## src/rtl/utlb_translate.sv

```systemverilog
// rtl/utlb_translate.sv - micro-TLB front stage translating one memory port's virtual addresses
package utlb_pkg;
  typedef struct packed {
    logic        miss;
    logic        valid;
    logic        dirty;
    logic [2:0]  cache_flag;
    logic [31:0] phy_addr;
  } tlb_result_t;
endpackage

module utlb_translate
  import utlb_pkg::*;
#(
  parameter int UTLB_ENTRIES = 4
) (
  input  logic        clk,
  input  logic        rst,
  input  logic        req_valid,
  output logic        req_ready,
  input  logic [31:0] req_vaddr,
  input  logic        req_store,
  input  logic [7:0]  asid,
  input  logic        flush,
  output logic [31:0] lookup_vaddr,
  output logic [7:0]  lookup_asid,
  input  tlb_result_t lookup_result,
  output logic        resp_valid,
  output logic [31:0] resp_paddr,
  output logic        resp_uncached,
  output logic [1:0]  resp_exc
);
  localparam int IW = $clog2(UTLB_ENTRIES);

  typedef enum logic [1:0] {S_IDLE, S_CHECK, S_LOOKUP} state_t;

  state_t                  state_q, state_d;
  logic [31:0]             vaddr_q, vaddr_d;
  logic                    store_q, store_d;
  logic [7:0]              asid_q, asid_d;
  logic [7:0]              last_asid_q, last_asid_d;
  logic [IW-1:0]           victim_q, victim_d;
  logic [UTLB_ENTRIES-1:0] valid_q, valid_d;
  logic [UTLB_ENTRIES-1:0] dirty_q, dirty_d;
  logic [19:0]             vpn_q [UTLB_ENTRIES];
  logic [19:0]             vpn_d [UTLB_ENTRIES];
  logic [19:0]             pfn_q [UTLB_ENTRIES];
  logic [19:0]             pfn_d [UTLB_ENTRIES];
  logic [2:0]              cache_q [UTLB_ENTRIES];
  logic [2:0]              cache_d [UTLB_ENTRIES];

  logic [UTLB_ENTRIES-1:0] match;
  logic [19:0]             hit_pfn;
  logic [2:0]              hit_cache;
  logic                    hit_dirty;
  logic                    any_match, unmapped, hit_ok, flush_all, accept, refill;

  // Entries never alias a vpn, so the hit fields are a plain one-hot OR.
  always_comb begin
    match     = '0;
    hit_pfn   = '0;
    hit_cache = '0;
    hit_dirty = 1'b0;
    for (int i = 0; i < UTLB_ENTRIES; i++) begin
      match[i]  = valid_q[i] && (vpn_q[i] == vaddr_q[31:12]);
      hit_pfn   = hit_pfn | ({20{match[i]}} & pfn_q[i]);
      hit_cache = hit_cache | ({3{match[i]}} & cache_q[i]);
      hit_dirty = hit_dirty | (match[i] & dirty_q[i]);
    end
  end

  assign any_match    = |match;
  assign unmapped     = (vaddr_q[31:30] == 2'b10);
  // A store to a clean entry goes to the main TLB so it raises the modified exception.
  assign hit_ok       = unmapped || (any_match && !(store_q && !hit_dirty));
  assign flush_all    = flush || (asid != last_asid_q);
  assign lookup_vaddr = vaddr_q;
  assign lookup_asid  = asid_q;
  assign accept       = req_valid && req_ready;

  always_comb begin
    state_d       = state_q;
    req_ready     = 1'b0;
    resp_valid    = 1'b0;
    resp_paddr    = '0;
    resp_uncached = 1'b0;
    resp_exc      = 2'd0;
    refill        = 1'b0;
    unique case (state_q)
      S_IDLE: begin
        req_ready = 1'b1;
        if (req_valid) state_d = S_CHECK;
      end
      S_CHECK: begin
        if (hit_ok) begin
          resp_valid = 1'b1;
          req_ready  = 1'b1;
          if (unmapped) begin
            resp_paddr    = {3'b000, vaddr_q[28:0]};
            resp_uncached = vaddr_q[29];
          end else begin
            resp_paddr    = {hit_pfn, vaddr_q[11:0]};
            resp_uncached = (hit_cache != 3'd3);
          end
          state_d = req_valid ? S_CHECK : S_IDLE;
        end else begin
          state_d = S_LOOKUP;
        end
      end
      S_LOOKUP: begin
        resp_valid    = 1'b1;
        resp_paddr    = lookup_result.phy_addr;
        resp_uncached = (lookup_result.cache_flag != 3'd3);
        if (lookup_result.miss)                        resp_exc = 2'd1;
        else if (!lookup_result.valid)                 resp_exc = 2'd2;
        else if (store_q && !lookup_result.dirty)      resp_exc = 2'd3;
        else                                           resp_exc = 2'd0;
        refill  = !lookup_result.miss && lookup_result.valid;
        state_d = S_IDLE;
      end
      default: state_d = S_IDLE;
    endcase
    if (rst) begin
      req_ready     = 1'b0;
      resp_valid    = 1'b0;
      resp_paddr    = '0;
      resp_uncached = 1'b0;
      resp_exc      = 2'd0;
      refill        = 1'b0;
    end
  end

  always_comb begin
    vaddr_d     = vaddr_q;
    store_d     = store_q;
    asid_d      = asid_q;
    last_asid_d = asid;
    victim_d    = victim_q;
    valid_d     = valid_q;
    dirty_d     = dirty_q;
    vpn_d       = vpn_q;
    pfn_d       = pfn_q;
    cache_d     = cache_q;
    if (accept) begin
      vaddr_d = req_vaddr;
      store_d = req_store;
      asid_d  = asid;
    end
    // Flush beats a same-cycle refill.
    if (flush_all) begin
      valid_d = '0;
    end else if (refill) begin
      for (int i = 0; i < UTLB_ENTRIES; i++) begin
        if (any_match ? match[i] : (victim_q == IW'(i))) begin
          valid_d[i] = 1'b1;
          vpn_d[i]   = vaddr_q[31:12];
          pfn_d[i]   = lookup_result.phy_addr[31:12];
          dirty_d[i] = lookup_result.dirty;
          cache_d[i] = lookup_result.cache_flag;
        end
      end
      if (!any_match) victim_d = victim_q + IW'(1);
    end
  end

  always_ff @(posedge clk) begin
    if (rst) begin
      state_q     <= S_IDLE;
      vaddr_q     <= '0;
      store_q     <= 1'b0;
      asid_q      <= '0;
      last_asid_q <= '0;
      victim_q    <= '0;
      valid_q     <= '0;
      dirty_q     <= '0;
      for (int i = 0; i < UTLB_ENTRIES; i++) begin
        vpn_q[i]   <= '0;
        pfn_q[i]   <= '0;
        cache_q[i] <= '0;
      end
    end else begin
      state_q     <= state_d;
      vaddr_q     <= vaddr_d;
      store_q     <= store_d;
      asid_q      <= asid_d;
      last_asid_q <= last_asid_d;
      victim_q    <= victim_d;
      valid_q     <= valid_d;
      dirty_q     <= dirty_d;
      vpn_q       <= vpn_d;
      pfn_q       <= pfn_d;
      cache_q     <= cache_d;
    end
  end
endmodule

```

## config.mk

```make
export PLATFORM = sky130hd
export DESIGN_NAME = utlb_translate
export DESIGN_NICKNAME = d
export VERILOG_FILES = /design/src/rtl/utlb_translate.sv
export SDC_FILE = /design/constraint.sdc
export NUM_CORES = 1
export LEC_CHECK = 0
export ABC_AREA = 1
export CORE_UTILIZATION = 55
export CTS_BUF_LIST = sky130_fd_sc_hd__clkbuf_4 sky130_fd_sc_hd__clkbuf_8 sky130_fd_sc_hd__clkbuf_16
export DETAILED_ROUTE_END_ITERATION = 8
export GPL_TIMING_DRIVEN = 0
export MAX_ROUTING_LAYER = met4
export PLACE_DENSITY = 0.8
export SYNTH_ARGS = -nofsm -noshare
export SYNTH_HDL_FRONTEND = slang
export SYNTH_SLANG_ARGS = --single-unit
```

## constraint.sdc

```tcl
create_clock -name clk -period 4.71 [get_ports clk]
set_clock_uncertainty 0.1 [all_clocks]
set_input_delay 0.942 -clock clk [delete_from_list [all_inputs] [get_ports clk]]
set_output_delay 0.942 -clock clk [all_outputs]
set_load 0.03 [all_outputs]
```

## Yosys cells after proc, flatten, opt, wreduce, memory -nomap -nowiden

Cells that the tools add are included.

- Logic and storage cells: 120
- Output and inout bits: 77
- Register bits: 233

- $add $sub $neg: 1
- Multiplexer cells: 28
- Reduce and logical (&&, ||, !) cells: 28
- Equality and inequality tests: 14
- Bitwise logic cells: 23

Operators with widths:

| kind | count |
|---|---|
| $mux 32 | 3 |
| $and 20x20->20 | 4 |
| $eq 20x20->1 | 4 |
| $pmux 32 s2 | 1 |
| $or 20x20->20 | 3 |
| $reduce_and 3->1 | 5 |
| $mux 2 | 7 |
| $mux 1 | 13 |
| $and 3x3->3 | 4 |
| $logic_and 1x1->1 | 9 |
| $or 3x3->3 | 3 |
| $eq 2x2->1 const B | 4 |
| $ne 8x8->1 | 1 |
| $reduce_and 2->1 | 4 |
| $ne 3x2->1 const B | 2 |
| $pmux 1 s2 | 3 |
| $and 1x1->1 | 4 |
| $eq 2x1->1 const B | 2 |
| $logic_not 1->1 | 4 |
| $logic_not 2->1 | 2 |
| $pmux 2 s2 | 1 |
| $reduce_or 4->1 | 1 |
| $or 1x1->1 | 3 |
| $add 2x1->2 const B | 1 |
| other kinds (4) | 6 |

## Longest topological paths before layout

- Depth in word-level cells: 15
- Depth in mapped cells: 18
- Mapped depth without buffers: 16

## Worst setup path before layout

OpenSTA, ideal clock, no wires.

- Kind: register to output
- Start: register vaddr_q[28], in the netlist lookup_vaddr[28]
- End: output port resp_paddr[29]
- Data arrival time: 2464 ps
- Stages on the path, launching flop included: 18
- Setup slack: 1204 ps
- Path buffers: 2
- Cells stage by stage: dfxtp_1 > buf_2 > inv_2 > nand2_1 > nand2_1 > nor2_1 > nand2_1 > nor2_2 > nand3_2 > nand2_2 > nor2_1 > o21bai_4 > nand2_2 > nand2_4 > inv_2 > buf_6 > nand3_1 > a21oi_1

- Word-level cells in the longest chain between the ends: 14
- Elaborated cells on any way between the ends: 32
- Those cells by class: eq/ne: 4; mux: 4; bitwise: 14; reduce/logical: 10

Ends and longest elaborated chain:

| element | RTL line | text |
|---|---|---|
| start: declaration | 38 | `logic [31:0] vaddr_q, vaddr_d;` |
| start signal: assignment | 183 | `vaddr_q <= vaddr_d;` |
| $eq 20x20->1 | 65 | `match[i] = valid_q[i] && (vpn_q[i] == vaddr_q[31:12]);` |
| $logic_and 1x1->1 | 65 |  |
| $and 1x1->1 | 68 | `hit_dirty = hit_dirty \| (match[i] & dirty_q[i]);` |
| $or 1x1->1 (3 in a row) | 68 |  |
| $logic_not 1->1 | 75 | `assign hit_ok = unmapped \|\| (any_match && !(store_q && !hit_dirty));` |
| $logic_and 1x1->1 | 75 |  |
| $logic_not 1->1 | 75 |  |
| $logic_and 1x1->1 | 75 |  |
| $logic_or 1x1->1 | 75 |  |
| $mux 32 * | 95 | `if (hit_ok) begin` |
| $pmux 32 s2 * | 89 | `unique case (state_q)` |
| $mux 32 * | 123 | `if (rst) begin` |
| end: declaration | 29 | `output logic [31:0] resp_paddr,` |

Every way passes the cells marked *; elsewhere a longest branch is shown, timed or not.

## Final worst setup path

- Start: register vaddr_q[22], in the netlist lookup_vaddr[22]
- End: output port resp_paddr[28]

The elaborated chain is that of the path after synthesis.

==> results.json <==
{
  "grt_pass1_vias": 11902,
  "crit_arrival_ns": 3.54,
  "setup_viol": 0,
  "syn_nets": 1865,
  "internal-power_uw": 3428,
  "core_mm2": 0.02036,
  "gp_congestion": 0.9872,
  "clock_sinks": 233,
  "grt_pass1_wl_mm": 64.84,
  "reg2reg_from": "state_q[0]",
  "power.density_mw_per_mm2": 333.3,
  "combinationalPowerShare_pct": 14.7,
  "hpwl_mm": 30.02,
  "drv_slew": 0,
  "clock-root-buffer": "clkbuf_16",
  "initial_core_util_pct": 56.59,
  "layout_worst_path_cycle_share_pct": 97.24,
  "nets": 2049,
  "cts-resized-gates": 44,
  "cts.clk_slew.worst_paths_ns": 0.06,
  "min_from": "lookup_asid[3]",
  "ys.flop_type": "dfxtp_1",
  "fp.dieH_um": 146.7,
  "synthDominantCellAreaShare_pct": 40.48,
  "insertion_delay_ns": 0.53,
  "holdCritPathClass": "flop to flop",
  "ios": 160,
  "netlist_instances": 1775,
  "drtIter0Drc": 1131,
  "nFillCells": 1838,
  "tns_ns": 0,
  "gr-total-overflow": 0,
  "seqPwrFrac_pct": 43.3,
  "async_flop_share_pct": 0,
  "start_kind": "flop",
  "cts_buffers": 25,
  "antenna_left": 0,
  "synth_seq_area_share_pct": 40.48,
  "swShare_pct": 27.60,
  "layout-drive-gt1-share_pct": 7.544,
  "synth_common_cells": "482 x nand2_1, 286 x nor2_1, 233 x dfxtp_1",
  "cts_tree": "built",
  "via_count": 12807,
  "wl_per_cell_um": 18.85,
  "worst_pin_slew_ns": 0.7923,
  "final.min_clock_period_ns": 4.580,
  "grt_max_degree": 13,
  "rsz0062_at_grt": "no",
  "synth_area_mm2": 0.01152,
  "synth_edf_count": 0,
  "ff2ff_setup_slack_ns": 1.61,
  "ys_ff_latch": 233,
  "required_ns": 3.67,
  "yosys_warnings": 0,
  "cts_setup_buffers": 0,
  "p_leak_uw": 0.006108,
  "viasPerCell": 5.705,
  "outcome": "completed",
  "total_power_uw": 4735,
  "synth_area_per_cell_um2": 6.492,
  "critPathMaxFanout": 10,
  "synthToLayoutAreaGrowth_pct": 23.28,
  "synth_top_area_cell": "dfxtp_1",
  "cts_max_level": 1,
  "cts_buffer_depth": 3,
  "clock.fmax_ghz": 0.2183,
  "maxCapViolCount": 0,
  "drc": 0,
  "vdd_drop_max_mv": 0.3037,
  "io_buffer_count": 157,
  "relSlewSlack_pct": 47.18,
  "synth_cell_types": 38,
  "yosysMostFrequentCell": "nand2_1",
  "synth_area_leaders": "dfxtp_1 40%, nand2_1 16%, nor2_1 9.3%",
  "holdBufCountCts": 0,
  "rows": 52,
  "grt_use_total_pct": 39.98,
  "antenna_found_initial": 0,
  "dieArea_mm2": 0.02153,
  "crit_type": "flop to output port",
  "num_antenna_cells": 0,
  "wl_mm": 42.31,
  "die_w_um": 146.7,
  "hold_viol": 0,
  "netSwitchingPower_uw": 1307,
  "clkPwrFrac_pct": 41.9,
  "end_kind": "output port",
  "drt-pass1-iter-count": 5,
  "crit_start": "lookup_vaddr[22]"
}
cells by family after synthesis:
logic type | Yosys count | synth area share, %
AOI/OAI and AO/OA | 395 | 17.80
xor gates and xnor gates | 12 | 0.9120
adders and majority gates | 7 | 0.7600
buffers and inverters | 235 | 8.827
DFF | 233 | 40.48
and+or+nand+nor | 893 | 31.23
cell type report:
class	instances	area (µm²)	share of cell area, %
Timing Repair Buffer	157	1504	10.59
Multi-Input combinational cell	1307	5842	41.12
Sequential cell	233	4679	32.94
Buffer	104	535.5	3.770
Inverter	131	491.7	3.461
Clock buffer	40	775.7	5.461
Tap cell	270	337.8	2.378
Clock inverter	3	40.04	0.2818
per-stage QoR:
step | cells | area (µm²) | hold WS, ns | setup slack (ns) | utilization, %
2_1_floorplan | 1775 | 11520 | 0.3437 | 1.204 | -
3_5_place_dp | 2202 | 13430 | 0.3526 | 0.06881 | 65.96
5_1_grt | 2245 | 14210 | 0.3910 | 0.006318 | 69.76
6_report | 2245 | 14210 | 0.3609 | 0.1300 | 69.76
3_3_place_gp | 2202 | 13430 | 0.3509 | 0.08747 | 65.96
4_1_cts | 2245 | 14220 | 0.3664 | 0.03893 | 69.84
layout by cell type, fill, tap and decap left out, types with 2 or more instances in the layout:
master,instances
inv_1,109
dfxtp_2,9
ha_1,7
a22oi_1,13
nand4_1,26
a21oi_1,187
nand3_1,79
nand2_1,482
buf_4,10
nor2_2,4
dfxtp_1,223
clkbuf_2,8
xnor2_1,7
clkbuf_8,6
clkdlybuf4s50_1,124
clkdlybuf4s15_1,3
nor2_1,286
clkinv_2,2
dlygate4sd2_1,22
nand3b_1,2
inv_2,21
xor2_1,5
clkbuf_4,12
buf_6,8
clkbuf_16,25
nand2_4,2
clkbuf_1,53
nand2_2,5
o21ai_0,185
buf_2,29
o21ai_1,3
worst max-delay path: stages, from the launching register on:
cell and delay, ns:
dfxtp_1 0.32, buf_2 0.31, inv_2 0.21, nand2_1 0.10
nand2_1 0.07, nor2_1 0.11, nand2_1 0.06, nor2_1 0.10
nand3_1 0.13, nand2_1 0.13, nor2_1 0.07, o21bai_4 0.20
nand2_2 0.09, nand2_4 0.09, inv_2 0.18, buf_6 0.18
nand3_1 0.11, a21oi_1 0.13, dlygate4sd2_1 0.41
state kept, by name (all words and copies together), names as in the netlist, 4 cells and up:
name / cells
cache_q: 12
dirty_q: 4
last_asid_q: 8
lookup_asid: 8
lookup_vaddr: 32
pfn_q: 80
valid_q: 4
vpn_q: 80
worst paths after layout:
path | end | cells past startpoint
min reg2reg | lookup_asid[3] | 2
min | lookup_asid[3] | 2
max reg2reg | pfn_q[42] | 14
max | resp_paddr[28] | 18
metal layers:
metal	global-route usage (%)	share of wire [%]	vias up
li1	-	-	6080
met1	49.45	39	5873
met2	62.49	45	705
met3	9.565	11	149
met4	16.30	4.4	0
met5	-	0	-
power groups by stage:
| stage | combinational, µW | sequential [µW] | clock [µW] |
|---|---|---|---|
| final | 698 | 2050 | 1980 |
| after global routing | 747 | 2050 | 2070 |
| after CTS | 684 | 2050 | 1980 |
| after detailed placement | 681 | 2090 | 0 |
| after global placement | 677 | 2090 | 0 |
| after floorplan | 348 | 2120 | 0 |
Note: power is estimated with default switching activity, not from simulation.
